`config.mk`:
```
export PLATFORM = sky130hd
export DESIGN_NAME = control_multiciclo
export DESIGN_NICKNAME = d
export VERILOG_FILES = /design/src/rtl/control_multiciclo_pkg.sv /design/src/rtl/control_multiciclo_contador.sv /design/src/rtl/control_multiciclo.sv
export SDC_FILE = /design/constraint.sdc
export NUM_CORES = 1
export LEC_CHECK = 0
export CORE_MARGIN = 1
export CORE_UTILIZATION = 35
export CTS_BUF_LIST = sky130_fd_sc_hd__clkbuf_16
export CTS_CLUSTER_DIAMETER = 120
export DETAILED_ROUTE_END_ITERATION = 10
export GPL_ROUTABILITY_DRIVEN = 0
export PLACE_DENSITY = 0.72
export REMOVE_ABC_BUFFERS = 1
export SLEW_MARGIN = 30
export SYNTH_ARGS = -nofsm -noshare
export SYNTH_HDL_FRONTEND = slang
export SYNTH_SLANG_ARGS = --single-unit
```
`constraint.sdc`:
```
create_clock -name clk -period 3.2 [get_ports clk]
set_clock_uncertainty 0.1 [all_clocks]
set_input_delay 0.64 -clock clk [delete_from_list [all_inputs] [get_ports clk]]
set_output_delay 0.64 -clock clk [all_outputs]
set_load 0.005 [all_outputs]
```
`src/rtl/control_multiciclo_pkg.sv`:
```
// Shared constants for the multicycle MIPS control unit: opcodes, state
// encoding and datapath mux select codes.
package control_multiciclo_pkg;

    localparam logic [5:0] OP_TIPO_R = 6'b000000;
    localparam logic [5:0] OP_LW     = 6'b100011;
    localparam logic [5:0] OP_SW     = 6'b101011;
    localparam logic [5:0] OP_BEQ    = 6'b000100;
    localparam logic [5:0] OP_J      = 6'b000010;

    localparam logic [3:0] ST_INICIO   = 4'd0;
    localparam logic [3:0] ST_FETCH    = 4'd1;
    localparam logic [3:0] ST_DECODE   = 4'd2;
    localparam logic [3:0] ST_MEM_DIR  = 4'd3;
    localparam logic [3:0] ST_MEM_LEER = 4'd4;
    localparam logic [3:0] ST_MEM_WB   = 4'd5;
    localparam logic [3:0] ST_MEM_ESCR = 4'd6;
    localparam logic [3:0] ST_EJEC     = 4'd7;
    localparam logic [3:0] ST_ALU_WB   = 4'd8;
    localparam logic [3:0] ST_RAMA     = 4'd9;
    localparam logic [3:0] ST_SALTO    = 4'd10;

    localparam logic [1:0] ALU_SUMA  = 2'b00;
    localparam logic [1:0] ALU_RESTA = 2'b01;
    localparam logic [1:0] ALU_FUNCT = 2'b10;

    localparam logic [1:0] FB_REG_B      = 2'b00;
    localparam logic [1:0] FB_CUATRO     = 2'b01;
    localparam logic [1:0] FB_INMED      = 2'b10;
    localparam logic [1:0] FB_INMED_DESP = 2'b11;

    localparam logic [1:0] PCF_ALU    = 2'b00;
    localparam logic [1:0] PCF_ALUOUT = 2'b01;
    localparam logic [1:0] PCF_SALTO  = 2'b10;

    function automatic logic opcode_valido(input logic [5:0] op);
        logic ok;
        case (op)
            OP_TIPO_R, OP_LW, OP_SW, OP_BEQ, OP_J: ok = 1'b1;
            default:                               ok = 1'b0;
        endcase
        return ok;
    endfunction

endpackage

```
`src/rtl/control_multiciclo_contador.sv`:
```
// Retired-instruction counter; wraps naturally modulo 2^ANCHO_CONT.
module contador_instrucciones #(
    parameter int ANCHO_CONT = 16
) (
    input  logic                  clk,
    input  logic                  rst_n,
    input  logic                  inc,
    output logic [ANCHO_CONT-1:0] cuenta
);

    localparam logic [ANCHO_CONT-1:0] UNO = {{(ANCHO_CONT-1){1'b0}}, 1'b1};

    // Count register, cleared by reset, stepped once per retired instruction.
    always_ff @(posedge clk) begin
        if (!rst_n) begin
            cuenta <= '0;
        end else if (inc) begin
            cuenta <= cuenta + UNO;
        end else begin
            cuenta <= cuenta;
        end
    end

endmodule

```
`src/rtl/control_multiciclo.sv`:
```
// Multicycle MIPS control FSM: Moore decode of the state, with the FETCH
// write enables qualified by the memory ready handshake.
module control_multiciclo
    import control_multiciclo_pkg::*;
#(
    parameter int ANCHO_OP   = 6,
    parameter int ANCHO_CONT = 16
) (
    input  logic                  clk,
    input  logic                  rst_n,
    input  logic [ANCHO_OP-1:0]   codigo_operacion,
    input  logic                  mem_listo,
    output logic                  pc_escribir,
    output logic                  pc_escribir_cond,
    output logic                  i_o_d,
    output logic                  mem_leer,
    output logic                  mem_escribir,
    output logic                  ir_escribir,
    output logic                  mem_a_reg,
    output logic                  destino_reg,
    output logic                  reg_escribir,
    output logic                  alu_fuente_a,
    output logic [1:0]            alu_fuente_b,
    output logic [1:0]            alu_operacion,
    output logic [1:0]            pc_fuente,
    output logic                  instr_completa,
    output logic                  op_invalida,
    output logic [ANCHO_CONT-1:0] instr_contador
);

    logic [3:0] estado_r;
    logic [3:0] estado_sig_s;

    // State register.
    always_ff @(posedge clk) begin
        if (!rst_n) begin
            estado_r <= ST_INICIO;
        end else begin
            estado_r <= estado_sig_s;
        end
    end

    // Next-state logic; unused encodings recover through INICIO.
    always_comb begin
        estado_sig_s = ST_INICIO;
        case (estado_r)
            ST_INICIO: estado_sig_s = ST_FETCH;
            ST_FETCH: begin
                if (mem_listo) estado_sig_s = ST_DECODE;
                else           estado_sig_s = ST_FETCH;
            end
            ST_DECODE: begin
                case (codigo_operacion)
                    OP_TIPO_R:    estado_sig_s = ST_EJEC;
                    OP_LW, OP_SW: estado_sig_s = ST_MEM_DIR;
                    OP_BEQ:       estado_sig_s = ST_RAMA;
                    OP_J:         estado_sig_s = ST_SALTO;
                    default:      estado_sig_s = ST_FETCH;
                endcase
            end
            ST_MEM_DIR: begin
                if (codigo_operacion == OP_LW)      estado_sig_s = ST_MEM_LEER;
                else if (codigo_operacion == OP_SW) estado_sig_s = ST_MEM_ESCR;
                else                                estado_sig_s = ST_FETCH;
            end
            ST_MEM_LEER: begin
                if (mem_listo) estado_sig_s = ST_MEM_WB;
                else           estado_sig_s = ST_MEM_LEER;
            end
            ST_MEM_WB: estado_sig_s = ST_FETCH;
            ST_MEM_ESCR: begin
                if (mem_listo) estado_sig_s = ST_FETCH;
                else           estado_sig_s = ST_MEM_ESCR;
            end
            ST_EJEC:   estado_sig_s = ST_ALU_WB;
            ST_ALU_WB: estado_sig_s = ST_FETCH;
            ST_RAMA:   estado_sig_s = ST_FETCH;
            ST_SALTO:  estado_sig_s = ST_FETCH;
            default:   estado_sig_s = ST_INICIO;
        endcase
    end

    // Output decode; everything not named for a state stays 0.
    always_comb begin
        pc_escribir      = 1'b0;
        pc_escribir_cond = 1'b0;
        i_o_d            = 1'b0;
        mem_leer         = 1'b0;
        mem_escribir     = 1'b0;
        ir_escribir      = 1'b0;
        mem_a_reg        = 1'b0;
        destino_reg      = 1'b0;
        reg_escribir     = 1'b0;
        alu_fuente_a     = 1'b0;
        alu_fuente_b     = FB_REG_B;
        alu_operacion    = ALU_SUMA;
        pc_fuente        = PCF_ALU;
        instr_completa   = 1'b0;
        op_invalida      = 1'b0;
        case (estado_r)
            ST_FETCH: begin
                mem_leer     = 1'b1;
                alu_fuente_b = FB_CUATRO;
                if (mem_listo) begin
                    ir_escribir = 1'b1;
                    pc_escribir = 1'b1;
                end else begin
                    ir_escribir = 1'b0;
                    pc_escribir = 1'b0;
                end
            end
            ST_DECODE: begin
                // Branch target is precomputed into ALUOut here.
                alu_fuente_b = FB_INMED_DESP;
                if (opcode_valido(codigo_operacion)) op_invalida = 1'b0;
                else                                 op_invalida = 1'b1;
            end
            ST_MEM_DIR: begin
                alu_fuente_a = 1'b1;
                alu_fuente_b = FB_INMED;
            end
            ST_MEM_LEER: begin
                mem_leer = 1'b1;
                i_o_d    = 1'b1;
            end
            ST_MEM_WB: begin
                reg_escribir   = 1'b1;
                mem_a_reg      = 1'b1;
                instr_completa = 1'b1;
            end
            ST_MEM_ESCR: begin
                mem_escribir   = 1'b1;
                i_o_d          = 1'b1;
                instr_completa = mem_listo;
            end
            ST_EJEC: begin
                alu_fuente_a  = 1'b1;
                alu_operacion = ALU_FUNCT;
            end
            ST_ALU_WB: begin
                reg_escribir   = 1'b1;
                destino_reg    = 1'b1;
                instr_completa = 1'b1;
            end
            ST_RAMA: begin
                alu_fuente_a     = 1'b1;
                alu_operacion    = ALU_RESTA;
                pc_escribir_cond = 1'b1;
                pc_fuente        = PCF_ALUOUT;
                instr_completa   = 1'b1;
            end
            ST_SALTO: begin
                pc_escribir    = 1'b1;
                pc_fuente      = PCF_SALTO;
                instr_completa = 1'b1;
            end
            default: begin
                instr_completa = 1'b0;
            end
        endcase
    end

    contador_instrucciones #(
        .ANCHO_CONT(ANCHO_CONT)
    ) u_contador (
        .clk    (clk),
        .rst_n  (rst_n),
        .inc    (instr_completa),
        .cuenta (instr_contador)
    );

endmodule

```
# [Word-level counts from Yosys, hierarchy flattened]
# Index checks and enable logic that the tools add are counted.
# W data, S select, Z words.
[totals] register_bits=20 latch_bits=0 ram_bits=0 rom_bits=0 inputBits=9 output_inout_bits=34 wordCells=53 mem_count=0
[op_classes] n_addsub=1 mul=0 div_mod_pow=0 n_lt_le_gt_ge=0 n_eq_ne=14 shifts=0 mux=26 bitwise=0 n_reduce_logical=10
[ops] op="$pmux W4 S7" n=1
[ops] op="$add A16 B1 Y16 const B" n=1
[ops] op="$eq A4 B3 Y1 const B" n=4
[ops] op="$pmux W4 S4" n=1
[ops] op="$mux W1" n=15
[ops] op="$eq A4 B4 Y1 const B" n=3
[ops] op="$eq A6 B6 Y1 const B" n=2
[ops] op="$reduce_or A5 Y1" n=2
[ops] op="$mux W3" n=3
[ops] op="$eq A4 B2 Y1 const B" n=2
[ops] op="$pmux W2 S2" n=2
[ops] op="$reduce_or A2 Y1" n=4
[ops] op="$eq A6 B2 Y1 const B" n=1
[ops] op="$eq A6 B3 Y1 const B" n=1
[ops] op="$logic_not A6 Y1" n=1
[ops] op="$pmux W2 S3" n=1
[ops] op="$eq A4 B1 Y1 const B" n=1
[ops] op="$logic_not A4 Y1" n=1
[ops] op="$pmux W1 S2" n=2
[ops] op="$reduce_or A4 Y1" n=1
[ops] op="$reduce_or A3 Y1" n=1
[ops] op="$mux W2" n=1

# [Longest topological paths before layout]
[logic_depth] depth_word=6 depth_mapped=5 mapped_depth_nobuf=4

# [Modules after synthesis]
# A second synthesis with hierarchy kept.
[unflattened] hier_cells=162 area_unflattened_um2=1251.2
[modules_own_cells] module="contador_instrucciones" instances=1 cells_per_inst=83 area_each_um2=744.5 seq_area_each_um2=320.3
[modules_own_cells] module="control_multiciclo" instances=1 cells_per_inst=79 area_each_um2=506.7 seq_area_each_um2=80.1

# [Worst setup path after synthesis]
# OpenSTA, ideal clock, no wires.
[synth_timing] kind="in2out" from="input mem_listo" to="output instr_completa" t_arrival_ns=1.197 required_ns=2.460 path_slack_ns=1.263 stages=3 path_buffers=0 cell_sequence="and4b_2 -> o21ai_2 -> nand2_1"
[synth_between] elab_chain_cells=1
[synth_rtl] item="start, declared" line="control_multiciclo.sv:12" source="input logic mem_listo,"
[synth_rtl] item="$pmux W1 S2" line="control_multiciclo.sv:100" source="case (estado_r)"
[synth_rtl] item="end, declared" line="control_multiciclo.sv:26" source="output logic instr_completa,"
# Every way passes these cells.

# [Worst setup path in the final report]
[layout_timing] from="register estado_r[0]" to="output op_invalida"
[layout_between] elab_chain_cells=2
[layout_rtl] item="start, declared" line="control_multiciclo.sv:31" source="logic [3:0] estado_r;"
[layout_rtl] item="start signal, assigned" line="control_multiciclo.sv:39" source="estado_r <= estado_sig_s;"
[layout_rtl] item="$eq A4 B2 Y1" line="control_multiciclo.sv:100"
[layout_rtl] item="$mux W1" line="control_multiciclo.sv:100"
[layout_rtl] item="end, declared" line="control_multiciclo.sv:27" source="output logic op_invalida,"
# Every way passes these cells.

==> run_results.csv <==
group,metric,value,unit
synthesis,netlist_top_cells_area,"dfxtp_1 (28%), mux2i_1 (9.7%), a21oi_1 (6.9%)",
drt,post_drt_via_cell_ratio,5.35,
run,max_cap_violations,0,
setup_path,reg2reg_to,"estado_r[0]",
drt,wire_per_inst,12.8,um
outcome,outcome,"complete, no violations",
clock_tree,clock_path_buffers,2,
setup_path,crit_fanout,13,
pwr,power,0.000574,W
floorplanning,die_width,66.2,um
synthesis,yosysTopAreaCellShare,27.8,%
synthesis,ys_seq_area_share,27.8,%
clock_tree,cts-resized-gates,0,
timing,rsz0062_at_grt,"false",
finish,antenna_cells,0,
setup_path,endpoint_kind,"output port",
synthesis,avgSynthCellArea,7.79,um^2
synthesis,ys_async_sr_fraction,0,%
synthesis,synth-edff-count,0,
setup_path,path_cells,"nand2b_1 > nor3_1 > nand2_1 > a21oi_1 > clkdlybuf4s50_1",
drt,num_vias,1465,
timing,whs,0.371,ns
global_routing,grt_overflow,0,
drt,drtIter0Drc,82,
timing,max_freq,338,MHz
floorplanning,rows,22,
setup_path,cp_slowest_cell,"clkdlybuf4s50_1",
setup_path,crit_path_max_incr_delay,0.51,ns
finish,nets,238,
drt,drc,0,
clock_tree,cts-root-buf,"clkbuf_16",
setup_path,endpoint,"op_invalida",
setup_path,r2r_slack,1.38,ns
finish,synthToLayoutAreaGrowth,37.1,%
setup_path,worstPathArrival,2.22,ns
synthesis,synth_area_leader_cell,"dfxtp_1",
pwr,max-vdd-ir-drop,0.271,mV
floorplanning,start_util,37.9,%
pwr,power_density,291,nW/um^2
timing,tightest_slew,0.542,ns
synthesis,synth_cells,185,
setup_path,cp_data_required_time,2.46,ns
global_routing,grt_pass1_vias,1249,
floorplanning,die_h,66.2,um
clock_tree,tritoncts,"built",
timing,fin_crit_sh,92.4,%
timing,fin_crit,2.96,ns
timing,setup_viol,0,
synthesis,ys.flop_type,"dfxtp_1",
setup_path,path_class,"reg2out",
clock_tree,postCtsHoldBufs,0,
worst_hold_path,hp-class,"reg2reg",
place,hpwlAfterDp,2570,um
clock_tree,postCtsSetupBuffers,0,
clock_tree,clk_latency,0.25,ns
timing,max-slew-margin-rel,63.6,%
drt,dr.pass1.iters,4,
drt,detail_route.wirelength,3490,um
synthesis,ys_seq_elements,20,
drt,ant_nets,0,
timing,setup_tns,0,ns
finish,drive_above_1_share,7.96,%
floorplanning,die_area,4380,um^2
timing,finalHoldViolCount,0,
clock_tree,htreeDepth,1,
clock_tree,clk_pin_slew,0.05,ns
clock_tree,cts_buffers,3,
clock_tree,clock-sinks,20,
synthesis,yosysWarnings,0,
synthesis,mappedNetlistArea,1440,um^2
global_routing,antenna_found_initial,0,
floorplanning,ios,43,
global_routing,grt_pass1_wl,5730,um
finish,nFillCells,373,
place,io_buffers,42,
pwr,p_leak,0.655,nW
floorplanning,fp.coreArea,3800,um^2
setup_path,reg2reg_from,"estado_r[0]",
setup_path,start_kind,"flop",
timing,final-max-slew-violation-count,0,
setup_path,crit_start,"estado_r[0]",
global_routing,grt_max_degree,22,
global_routing,grt_usage,16.5,%
setup_path,reg2reg_depth,4,
synthesis,ys_types,43,
logic make-up after synthesis:
logic type / share of synthesized area, %
AND/OR/NAND/NOR: 31.0
AO/OA/AOI/OAI: 23.8
adder cells (fa/ha/maj): 0.868
buffers and inverters: 5.64
flip-flops: 27.8
XOR/XNOR: 1.22
multiplexers: 9.72
area by class of cell:
class | instances | area, um^2 | share of cell area [%]
tap | 48 | 60.1 | 3.04
timing repair buffer | 47 | 458 | 23.2
clock buffer | 3 | 75.1 | 3.80
multi-input combinational | 150 | 960 | 48.6
inverter | 6 | 22.5 | 1.14
sequential | 20 | 400 | 20.3
critical path, delay by kind of cell (launching register included):
| kind | cells | cell delay (ns) |
|---|---|---|
| buffers and inverters | 1 | 0.51 |
| AOI/OAI and AO/OA | 1 | 0.14 |
| DFF | 1 | 0.44 |
| and+or+nand+nor | 3 | 0.87 |
metrics by stage:
stage               worst slack, ns  instances  util (%)  cell area (um^2)
floorplan                     0.948        176         -              1380
global placement              0.293        271      50.0              1900
detailed placement            0.286        271      50.0              1900
CTS                           0.282        274      52.0              1980
global route                  0.143        274      52.0              1980
finish                        0.242        274      52.0              1980
synthesized netlist by cell type (2+ instances only):
| master | count |
|---|---|
| nor2_1 | 13 |
| nand2_1 | 25 |
| a21o_1 | 2 |
| o21ai_0 | 6 |
| buf_2 | 5 |
| and4_1 | 3 |
| xnor2_1 | 2 |
| a21boi_0 | 2 |
| a21oi_1 | 20 |
| nor3b_1 | 2 |
| a211oi_2 | 2 |
| nand3_1 | 9 |
| nand2b_1 | 15 |
| nor3_1 | 8 |
| o21a_1 | 2 |
| nand4_1 | 2 |
| a211oi_1 | 2 |
| inv_1 | 6 |
| mux2i_1 | 14 |
| dfxtp_1 | 20 |
| buf_6 | 2 |
| and3_1 | 2 |
per-layer routing:
layer	track usage (%)	up-vias	share of wire, %
met5	0	-	0
met4	1.60	0	0.17
met3	4.14	2	3.6
met2	26.0	26	46
met1	23.2	687	50
li1	-	750	-
flip-flops by register name, summed over array words and instances (netlist names):
register / cells
u_contador.cuenta: 16
estado_r: 4
layout by cell type (no fill, tap or decap), types with 2 or more instances in the layout:
cell and n:
inv_1 6, nand4_1 2, and4_1 3, nand3_1 9, mux2i_1 14, o21ai_0 6, nor3_1 8, nor2_1 13
nor3b_1 2, clkdlybuf4s50_1 42, dfxtp_1 20, buf_4 5, a21oi_1 20, a211oi_1 2, a211oi_2 2, a21boi_0 2
nand2b_1 15, a21o_1 2, nand2_1 25, o21a_1 2, clkbuf_16 3, and3_1 2, xnor2_1 2
report_power, final:
part	internal [W]	total [W]	switching [W]
registers	0.000251	0.000256	0.00000469
clock network	0.000165	0.000250	0.0000856
logic	0.0000342	0.0000685	0.0000342
worst min path at each step:
stage | cells after the start | start | end | slack [ns]
6_report | 2 | u_contador.cuenta[15] | u_contador.cuenta[15] | 0.37
5_1_grt | 2 | u_contador.cuenta[15] | u_contador.cuenta[15] | 0.39
4_1_cts | 2 | u_contador.cuenta[15] | u_contador.cuenta[15] | 0.37
3_5_place_dp | 2 | u_contador.cuenta[15] | u_contador.cuenta[15] | 0.37
3_3_place_gp | 2 | u_contador.cuenta[15] | u_contador.cuenta[15] | 0.35
2_1_floorplan | 2 | u_contador.cuenta[15] | u_contador.cuenta[15] | 0.36
No activity file was read; power rests on OpenSTA's default activity.
